===== src/rtl/load_store_unit.sv =====
// Byte-serial load/store unit: one op at a time on an 8-bit memory bus, tagged result broadcast.
// Define LSU_MISALIGN_CHECK_EN to add the misalign output and fault misaligned accesses without bus activity.

module load_store_unit #(
  parameter int         ADDR_W     = 32,
  parameter logic [1:0] IO_MASK_HI = 2'b11
) (
  input  logic              clk,
  input  logic              rst,
  input  logic [4:0]        op,
  input  logic [ADDR_W-1:0] value1,
  input  logic [31:0]       value2,
  input  logic [ADDR_W-1:0] imm,
  input  logic [2:0]        des,
  output logic              lsu_busy,
  input  logic [7:0]        mem_din,
  output logic [7:0]        mem_dout,
  output logic [ADDR_W-1:0] mem_a,
  output logic              mem_wr,
  input  logic              io_buffer_full,
`ifdef LSU_MISALIGN_CHECK_EN
  output logic              misalign,
`endif
  output logic [31:0]       result_data,
  output logic [2:0]        result_des
);

  localparam logic [4:0] OP_LB  = 5'b10010;
  localparam logic [4:0] OP_LH  = 5'b10011;
  localparam logic [4:0] OP_LW  = 5'b10100;
  localparam logic [4:0] OP_LBU = 5'b10101;
  localparam logic [4:0] OP_LHU = 5'b10110;
  localparam logic [4:0] OP_SB  = 5'b10111;
  localparam logic [4:0] OP_SH  = 5'b11000;
  localparam logic [4:0] OP_SW  = 5'b11001;

  typedef enum logic [1:0] {S_IDLE, S_ISSUE, S_LOAD_TAIL, S_DONE} state_e;

  state_e            state_q;
  logic [4:0]        op_q;
  logic [2:0]        des_q;
  logic [3:0][7:0]   st_data_q;
  logic [3:0][7:0]   ld_q;
  logic [ADDR_W-1:0] addr_q;
  logic [1:0]        k_q;
  logic [31:0]       result_data_q;
  logic [2:0]        result_des_q;

  function automatic logic [1:0] last_idx(input logic [4:0] o);
    case (o)
      OP_LH, OP_LHU, OP_SH: return 2'd1;
      OP_LW, OP_SW:         return 2'd3;
      default:              return 2'd0;
    endcase
  endfunction

  function automatic logic is_store_op(input logic [4:0] o);
    return (o == OP_SB) || (o == OP_SH) || (o == OP_SW);
  endfunction

`ifdef LSU_MISALIGN_CHECK_EN
  logic misalign_q;

  function automatic logic is_misaligned(input logic [4:0] o, input logic [1:0] a_lo);
    return ((o == OP_LH || o == OP_LHU || o == OP_SH) && a_lo[0]) ||
           ((o == OP_LW || o == OP_SW) && (a_lo != 2'b00));
  endfunction
`endif

  logic [ADDR_W-1:0] eff_addr;
  logic              accept_ok;
  logic              store_q;
  logic              byte_cycle;
  logic              io_stall;
  logic [1:0]        last_k;
  logic [1:0]        prev_k;
  logic [3:0][7:0]   load_word;
  logic [31:0]       load_ext;

  assign eff_addr   = value1 + imm;
  assign accept_ok  = (state_q == S_IDLE || state_q == S_DONE) && op >= OP_LB && op <= OP_SW;
  assign store_q    = is_store_op(op_q);
  assign byte_cycle = (state_q == S_ISSUE);
  assign last_k     = last_idx(op_q);
  assign prev_k     = k_q - 2'd1;
  // IO stores back off while the write buffer is full; loads never stall.
  assign io_stall   = store_q && (addr_q[17:16] == IO_MASK_HI) && io_buffer_full;

  // The final byte comes straight off mem_din in LOAD_TAIL, merged with the bytes already held.
  // NOTE: every variable driven in always_comb gets a default first, otherwise a latch is inferred.
  always_comb begin
    load_word         = ld_q;
    load_word[last_k] = mem_din;
    case (op_q)
      OP_LB:   load_ext = {{24{load_word[0][7]}}, load_word[0]};
      OP_LH:   load_ext = {{16{load_word[1][7]}}, load_word[1], load_word[0]};
      OP_LBU:  load_ext = {24'd0, load_word[0]};
      OP_LHU:  load_ext = {16'd0, load_word[1], load_word[0]};
      default: load_ext = load_word;
    endcase
  end

  // NOTE: state uses non-blocking assignments so every register samples pre-edge values.
  always_ff @(posedge clk) begin
    if (!rst) begin
      // NOTE: data registers are reset too, so outputs and the held result are clean after reset.
      state_q       <= S_IDLE;
      op_q          <= '0;
      des_q         <= '0;
      st_data_q     <= '0;
      ld_q          <= '0;
      addr_q        <= '0;
      k_q           <= '0;
      result_data_q <= '0;
      result_des_q  <= '0;
`ifdef LSU_MISALIGN_CHECK_EN
      misalign_q    <= 1'b0;
`endif
    end else begin
      result_des_q <= '0;
`ifdef LSU_MISALIGN_CHECK_EN
      misalign_q   <= 1'b0;
`endif
      unique case (state_q)
        S_ISSUE: begin
          if (k_q != 2'd0) ld_q[prev_k] <= mem_din;
          if (!io_stall) begin
            if (k_q == last_k) begin
              if (store_q) begin
                state_q       <= S_DONE;
                result_data_q <= '0;
                result_des_q  <= des_q;
              end else begin
                state_q <= S_LOAD_TAIL;
              end
            end else begin
              k_q <= k_q + 2'd1;
            end
          end
        end
        S_LOAD_TAIL: begin
          ld_q[last_k]  <= mem_din;
          result_data_q <= load_ext;
          result_des_q  <= des_q;
          state_q       <= S_DONE;
        end
        default: begin
          if (accept_ok) begin
            op_q      <= op;
            des_q     <= des;
            st_data_q <= value2;
            addr_q    <= eff_addr;
            k_q       <= 2'd0;
`ifdef LSU_MISALIGN_CHECK_EN
            if (is_misaligned(op, eff_addr[1:0])) begin
              state_q       <= S_DONE;
              result_data_q <= '0;
              result_des_q  <= des;
              misalign_q    <= 1'b1;
            end else begin
              state_q <= S_ISSUE;
            end
`else
            state_q <= S_ISSUE;
`endif
          end else begin
            state_q <= S_IDLE;
          end
        end
      endcase
    end
  end

  // Outputs are forced low while reset is held so an aborted store cannot finish its current byte.
  assign lsu_busy    = rst && (state_q == S_ISSUE || state_q == S_LOAD_TAIL);
  assign mem_wr      = rst && byte_cycle && store_q && !io_stall;
  assign mem_a       = (rst && byte_cycle && !io_stall) ? addr_q + {{(ADDR_W-2){1'b0}}, k_q} : '0;
  assign mem_dout    = (rst && byte_cycle && store_q) ? st_data_q[k_q] : '0;
  assign result_data = rst ? result_data_q : '0;
  assign result_des  = rst ? result_des_q : '0;
`ifdef LSU_MISALIGN_CHECK_EN
  assign misalign    = rst && misalign_q;
`endif

endmodule

===== config.mk =====
export PLATFORM = sky130hd
export DESIGN_NAME = load_store_unit
export DESIGN_NICKNAME = d
export VERILOG_FILES = /design/src/rtl/load_store_unit.sv
export SDC_FILE = /design/constraint.sdc
export NUM_CORES = 1
export LEC_CHECK = 0
export ABC_AREA = 1
export CAP_MARGIN = 20
export CORE_UTILIZATION = 53
export DETAILED_ROUTE_END_ITERATION = 8
export PLACE_DENSITY = 0.86
export SYNTH_ARGS = -nofsm -noshare
export SYNTH_HDL_FRONTEND = slang
export SYNTH_SLANG_ARGS = --single-unit

===== constraint.sdc =====
create_clock -name clk -period 3.55 [get_ports clk]
set_clock_uncertainty 0.05 [all_clocks]
set_input_delay 1.065 -clock clk [delete_from_list [all_inputs] [get_ports clk]]
set_output_delay 1.065 -clock clk [all_outputs]
set_load 0.02 [all_outputs]

==> qor.yml, run 1 <==
status:
  status: "complete, but fails checks"
  violations: "negative setup slack"
synthesis:
  netlist_instances: 1553
  syn-num-nets: 1709
  synth_cell_types: 41
  netlist_area_sq_um: 9615
  synth-simple-area-share: 0.3106
  synthMuxAreaShare: 0
  syn_area_per_cell_sq_um: 6.192
  synth_top_family_by_area: "simple AND/OR/NAND/NOR gates"
  synthAdderAreaFrac: 0.05491
  ys.flop_type: "dfxtp_1"
  synth_compound_area_frac: 0.1941
  synthXorXnorAreaFrac: 0.02642
  yosysWarnings: 0
  yosysSeqAreaShare: 0.2977
  synthArstFlopShare: 0
  synth_seq_cells: 143
  synth-edff-count: 0
power_and_ir_drop:
  p_total_uw: 4978
  ir_drop_uv: 423.3
  p_leak_uw: 0.005968
  powerDensity_nw_per_um2: 387.7
placed_design:
  placed_cells: 1972
  post_dp_cell_area_sq_um: 12050
  port-buffer-count: 191
  gp_congestion: 1.019
  dp_hpwl_microns: 23150
timing:
  period_share: 1.014
  tns_ps: -70.96
  finalHoldViolCount: 0
  period_needed_ps: 3601
  tightest_slew_ps: 738.0
  finalSetupViolCount: 3
  fin_ws_ps: -51.36
  grt_setup_unrepaired: "true"
  fmax_mhz: 277.7
  relSlewSlack: 0.5035
  slew_violations: 0
  fin_hold_ws_ps: 400.3
grt:
  grt_max_degree: 88
  grt_use_total: 0.3284
  overflow: 0
  grt_antenna_before_repair: 0
  first_global_vias: 9950
  grt_pass1_wl_microns: 48160
setup_path:
  critPathRequiredTime_ps: 2430
  worstSetupPathType: "flip-flop to output pin"
  startpoint_type: "flip-flop"
  worstPathMaxFanout: 3
  cp-end-kind: "output pin"
  cp.arrival_ps: 2490
clock_tree:
  cts-root-buf: "clkbuf_16"
  cts.clk_slew.worst_paths_ps: 70
  cts-htree-levels: 4
  tritoncts: "built"
  clock_sinks: 143
  cts_made_buffers: 17
  clk_latency_ps: 430
  cts_buffer_depth: 2
drt:
  ant_nets: 0
  drt_wl_total_microns: 31240
  drt-pass1-iter-count: 6
  routedWlPerCell_microns: 15.51
  vias_per_cell: 5.549
  vias: 11180
  drc: 0
  drt_iter0_drc: 1043
final_layout:
  final_cells: 2014
  antenna_cells: 0
  drive_gt1_frac: 0.1140
  final_cell_mix: "374 x nand2_1, 213 x inv_1, 152 x a21oi_1"
  layout_commonest_cell: "nand2_1"
  synthToLayoutAreaGrowth_pct: 33.53
  fillers: 1461
  fin_nets: 1932
  finalInstanceArea_sq_um: 12840
die:
  fp-row-count: 48
  dieArea_sq_um: 18690
  ios: 192
  coreArea_sq_um: 17480
  die_w_microns: 136.7
  die_h_microns: 136.7
  initial_utilization: 0.5502
min_path:
  min_path_type: "flip-flop to flip-flop"
job:
  drv_cap: 0
## sequential cells by signal, summed over array words and instances (netlist names)
signal and count:
addr_q 32, des_q 3, k_q 2, ld_q 32, op_q 5, result_data_q 32, result_des_q 3, st_data_q 32
state_q 2
## stage by stage
step                utilization  worst slack [ps]
floorplan                     -             240.1
global placement         0.6894            -371.2
detailed placement       0.6894            -406.5
CTS                      0.7201            -121.4
global route             0.7347            -121.0
finish                   0.7347            -51.36
## layout make-up
type	count	area, sq um	share of cell area
inverter	220	825.8	0.06432
multi-input combinational	1127	5887	0.4585
timing repair buffer	267	2402	0.1871
clock buffer	18	429.2	0.03342
clock inverter	14	145.1	0.01130
sequential	143	2869	0.2234
tap	225	281.5	0.02193
## worst paths after layout
check	from	end	slack, ps	cells past startpoint
setup / recovery	addr_q[1]$_SDFFE_PN0P_	mem_a[20]	-50	11
hold / removal	st_data_q[14]$_SDFFE_PN0P_	st_data_q[14]$_SDFFE_PN0P_	400	2
setup reg to reg	k_q[0]$_SDFFE_PN0P_	ld_q[2]$_SDFFE_PN0P_	730	9
hold reg to reg	st_data_q[14]$_SDFFE_PN0P_	st_data_q[14]$_SDFFE_PN0P_	400	2
## worst max-delay path, stage by stage (launching register included)
cell and delay, ps:
dfxtp_2 330, buf_4 130, fa_2 390, nand2_2 110, nor2_4 50, buf_4 130
buf_4 130, inv_1 100, nor3_1 80, xnor2_1 220, nor2_1 60, dlygate4sd2_1 320
## repair_timing
item	CTS	global route
gates cloned	0	1
setup buffers	2	7
pin swaps	3	11
resized for setup	126	81
setup endpoints to repair	41	38
hold buffers	0	0
## kinds of logic (layout without fill, tap and decap cells)
group	count (synthesis)	in the layout
AOI/OAI and AO/OA	355	355
and+or+nand+nor	702	702
DFF	143	143
xor gates and xnor gates	29	29
adders and majority gates	41	41
buffers and inverters	283	519
## power breakdown
group	switching, uW	leakage, uW	internal (uW)
sequential	108	0.00117	1750
clock	764	0.000266	987
combinational	856	0.00453	513
## synthesized netlist by cell type, types with 3 or more instances
| cell type | count | area [sq um] |
|---|---|---|
| nand2_1 | 381 | 1430 |
| inv_1 | 216 | 810.8 |
| a21oi_1 | 155 | 775.7 |
| nor2_1 | 152 | 570.6 |
| o21ai_0 | 146 | 730.7 |
| dfxtp_1 | 143 | 2863 |
| nand3_1 | 89 | 445.4 |
| clkbuf_1 | 41 | 153.9 |
| ha_1 | 39 | 488.0 |
| nor3_1 | 31 | 155.2 |
| xor2_1 | 25 | 219.0 |
| nand4_1 | 17 | 106.4 |
| a31oi_1 | 16 | 100.1 |
| o21ai_1 | 13 | 65.06 |
| buf_2 | 11 | 55.05 |
| nand3b_1 | 9 | 67.56 |
| nor4_1 | 7 | 43.79 |
| o211ai_1 | 6 | 45.04 |
| nand2_2 | 5 | 31.28 |
| o21a_1 | 5 | 37.54 |
| o21bai_1 | 5 | 37.54 |
| a21boi_0 | 4 | 30.03 |
| buf_1 | 4 | 15.01 |
| buf_6 | 4 | 45.04 |
| xnor2_1 | 4 | 35.03 |
| a21o_1 | 3 | 22.52 |
| buf_4 | 3 | 22.52 |
## per-layer routing
layer  share of wire  GRT usage
met5               0          0
met4           0.030     0.1179
met3           0.089    0.05667
met2            0.46     0.5415
met1            0.42     0.4286
Power figures use the tool's default switching activity.
==> run 2, diff against run 1 <==
--- a/config.mk
+++ b/config.mk
@@ -6,6 +6,7 @@
 export NUM_CORES = 1
 export LEC_CHECK = 0
 export ABC_AREA = 1
+export ABC_CLOCK_PERIOD_IN_PS = 3550
 export CAP_MARGIN = 20
 export CORE_UTILIZATION = 53
 export DETAILED_ROUTE_END_ITERATION = 8
==> results of run 2 <==
No change in the layout: final DEF, timing and power equal those of run 1.
==> run 3, diff against run 2 <==
--- a/config.mk
+++ b/config.mk
@@ -10,7 +10,9 @@
 export CAP_MARGIN = 20
 export CORE_UTILIZATION = 53
 export DETAILED_ROUTE_END_ITERATION = 8
+export MAX_ROUTING_LAYER = met4
 export PLACE_DENSITY = 0.86
+export SETUP_SLACK_MARGIN = 0.4
 export SYNTH_ARGS = -nofsm -noshare
 export SYNTH_HDL_FRONTEND = slang
 export SYNTH_SLANG_ARGS = --single-unit
==> run 3 against run 2 <==
  * The flow still finishes with violations (negative setup slack)
  * Utilization grew 3.9 points
  * Critical path depth grew 2
  * Sequential share of layout area shrank 0.84 points
  * Clock-buffer cell count is the same
  * Power grew 2.9%
  * Non-clock buffer count grew 27
  * Global-route usage grew 4.8 points
  * Critical path type unchanged
==> qor.yml, run 3 (synthesis gave the netlist of run 1 again) <==
setup_path:
  startpoint_type: "flip-flop"
  cp.arrival_ps: 2440  # -50 ps
  worstSetupPathType: "flip-flop to output pin"
  r2r_slack_ps: 770  # +40 ps
  critPathRequiredTime_ps: 2430  # about the same
  worstPathMaxFanout: 3  # unchanged
  cp-end-kind: "output pin"
grt:
  grt_antenna_before_repair: 0  # unchanged
  grt_max_degree: 50  # -43%
  first_global_vias: 10640  # +6.9%
  overflow: 0  # unchanged
  grt_use_total: 0.3764  # +0.04803
  grt_pass1_wl_microns: 53100  # +10%
die:
  dieArea_sq_um: 18690  # unchanged
  die_w_microns: 136.7  # unchanged
  initial_utilization: 0.5502  # unchanged
  ios: 192  # unchanged
  fp-row-count: 48  # unchanged
  coreArea_sq_um: 17480  # unchanged
  die_h_microns: 136.7  # unchanged
placed_design:
  gp_congestion: 1.022  # +0.29%
  port-buffer-count: 191  # unchanged
  dp_hpwl_microns: 23640  # +2.1%
clock_tree:
  clock_sinks: 143  # unchanged
  cts_made_buffers: 17  # unchanged
  cts_buffer_depth: 2  # unchanged
  cts-htree-levels: 4  # unchanged
  clk_latency_ps: 430  # about the same
  tritoncts: "built"
  cts-root-buf: "clkbuf_16"
  cts.clk_slew.worst_paths_ps: 70  # about the same
  holdBufCountCts: 0  # unchanged
power_and_ir_drop:
  pwr-share-comb: 0.292  # +0.017
  ir_drop_uv: 395.3  # -6.6%
  internal-power_uw: 3315  # +2.0%
  powerDensity_nw_per_um2: 379.1  # -2.2%
  p_sw_uw: 1809  # +4.7%
  swShare: 0.3530  # +0.006002
  power.share.sequential: 0.365  # -0.008
  clkPwrFrac: 0.344  # -0.008
  p_leak_uw: 0.006327  # +6.0%
drt:
  drt_iter0_drc: 1218  # +17%
  ant_nets: 0  # unchanged
  drt-pass1-iter-count: 6  # unchanged
  vias_per_cell: 5.739  # +3.4%
  vias: 11730  # +4.9%
  drc: 0  # unchanged
  routedWlPerCell_microns: 16.84  # +8.6%
  drt_wl_total_microns: 34410  # +10%
final_layout:
  synthToLayoutAreaGrowth_pct: 40.57
  final_cell_mix: "365 x nand2_1, 201 x inv_1, 141 x a21oi_1, 141 x o21ai_0, 138 x nor2_1"
  fin_nets: 1961  # +1.5%
  antenna_cells: 0  # unchanged
  drive_gt1_frac: 0.1755  # +0.06144
  layout_commonest_cell: "nand2_1"
status:
  violations: "negative setup slack"
  status: "complete, but fails checks"
timing:
  slew_violations: 0  # unchanged
  period_share: 1.001  # -0.01323
  grt_setup_unrepaired: "true"
  fin_hold_ws_ps: 402.9  # +2.580 ps
  fin_ws_ps: -4.405  # +46.96 ps
  tightest_slew_ps: 658.8  # -79.15 ps
  relSlewSlack: 0.5593  # +0.05588
  finalSetupViolCount: 2  # -1
  tns_ps: -5.031  # +65.93 ps
  finalHoldViolCount: 0  # unchanged
  fmax_mhz: 281.3  # +1.3%
  period_needed_ps: 3554  # -46.96 ps
job:
  drv_cap: 0  # unchanged
min_path:
  min_path_type: "flip-flop to flip-flop"
## run 3: cell types whose count changed in the layout (fill, tap and decap cells not counted), sizes merged
cell	delta
bufbuf	+3
clkinv	+3
clkbuf	-11
clkdlybuf4s15	+12
dlygate4sd2	+16
clkinvlp	+2
nand2	+1
clkdlybuf4s50	-37
buf	+44
inv	-4
## run 3: path summary, 6_finish.rpt
check	start	end	cells after the start
worst max-delay path	addr_q[0]$_SDFFE_PN0P_	mem_a[18]	13
worst min-delay path	st_data_q[13]$_SDFFE_PN0P_	st_data_q[13]$_SDFFE_PN0P_	2
worst max register to register	k_q[0]$_SDFFE_PN0P_	ld_q[14]$_SDFFE_PN0P_	11
worst min register to register	st_data_q[13]$_SDFFE_PN0P_	st_data_q[13]$_SDFFE_PN0P_	2
## run 3: worst max-delay path, cell delays in order, from the launching register on
cell and delay [ps]:
dfxtp_2 370, ha_4 160, fa_2 220, nand2_2 90, nor2_4 110, nand2_2 80, inv_2 90, nand2_4 60
nor3_4 150, nand3_2 150, buf_6 150, xor2_1 150, nor2_1 100, buf_4 140
## run 3: layout make-up
class,count,area (sq um)
well taps,225,281.5
clock buffers,18,429.2
fillers,1310,3960
clock inverters,14,151.4
multi-input cells,1128,6113
repair buffers,294,2779
inverters,220,848.3
flip-flops and latches,143,2907
repair inverters,1,7.507
## run 3: power groups by stage
stage / sequential, uW / clock (uW) / combinational [uW]
after floorplan: 1850 / 0 / 856
after CTS: 1860 / 1770 / 1400
after global routing: 1880 / 1830 / 1620
after global placement: 1880 / 0 / 1290
final: 1870 / 1760 / 1490
after detailed placement: 1880 / 0 / 1310
## run 3: timing repair
action	in CTS	in global routing
pin swaps	32	35
cloned	6	0
setup buffers	16	13
gates resized for setup	362	71
setup endpoints to repair	77	46
## run 3: routing by layer
metal | GRT usage | part of all wire | vias up
li1 | - | - | 5548
met1 | 0.4693 | 0.40 | 5308
met2 | 0.6035 | 0.47 | 739
met3 | 0.05741 | 0.096 | 130
met4 | 0.1617 | 0.036 | 0
met5 | - | 0 | -
## run 3: per-stage QoR
stage	setup slack, ps	instances	power, uW	instance area, sq um	util
2_1_floorplan	244.1	1553	2706	9658	-
3_3_place_gp	-384.0	1976	3166	12130	0.6941
3_5_place_dp	-411.8	1976	3189	12130	0.6941
4_1_cts	-2.548	2030	5024	13240	0.7578
5_1_grt	-59.98	2043	5333	13520	0.7734
6_report	-4.405	2043	5124	13520	0.7734
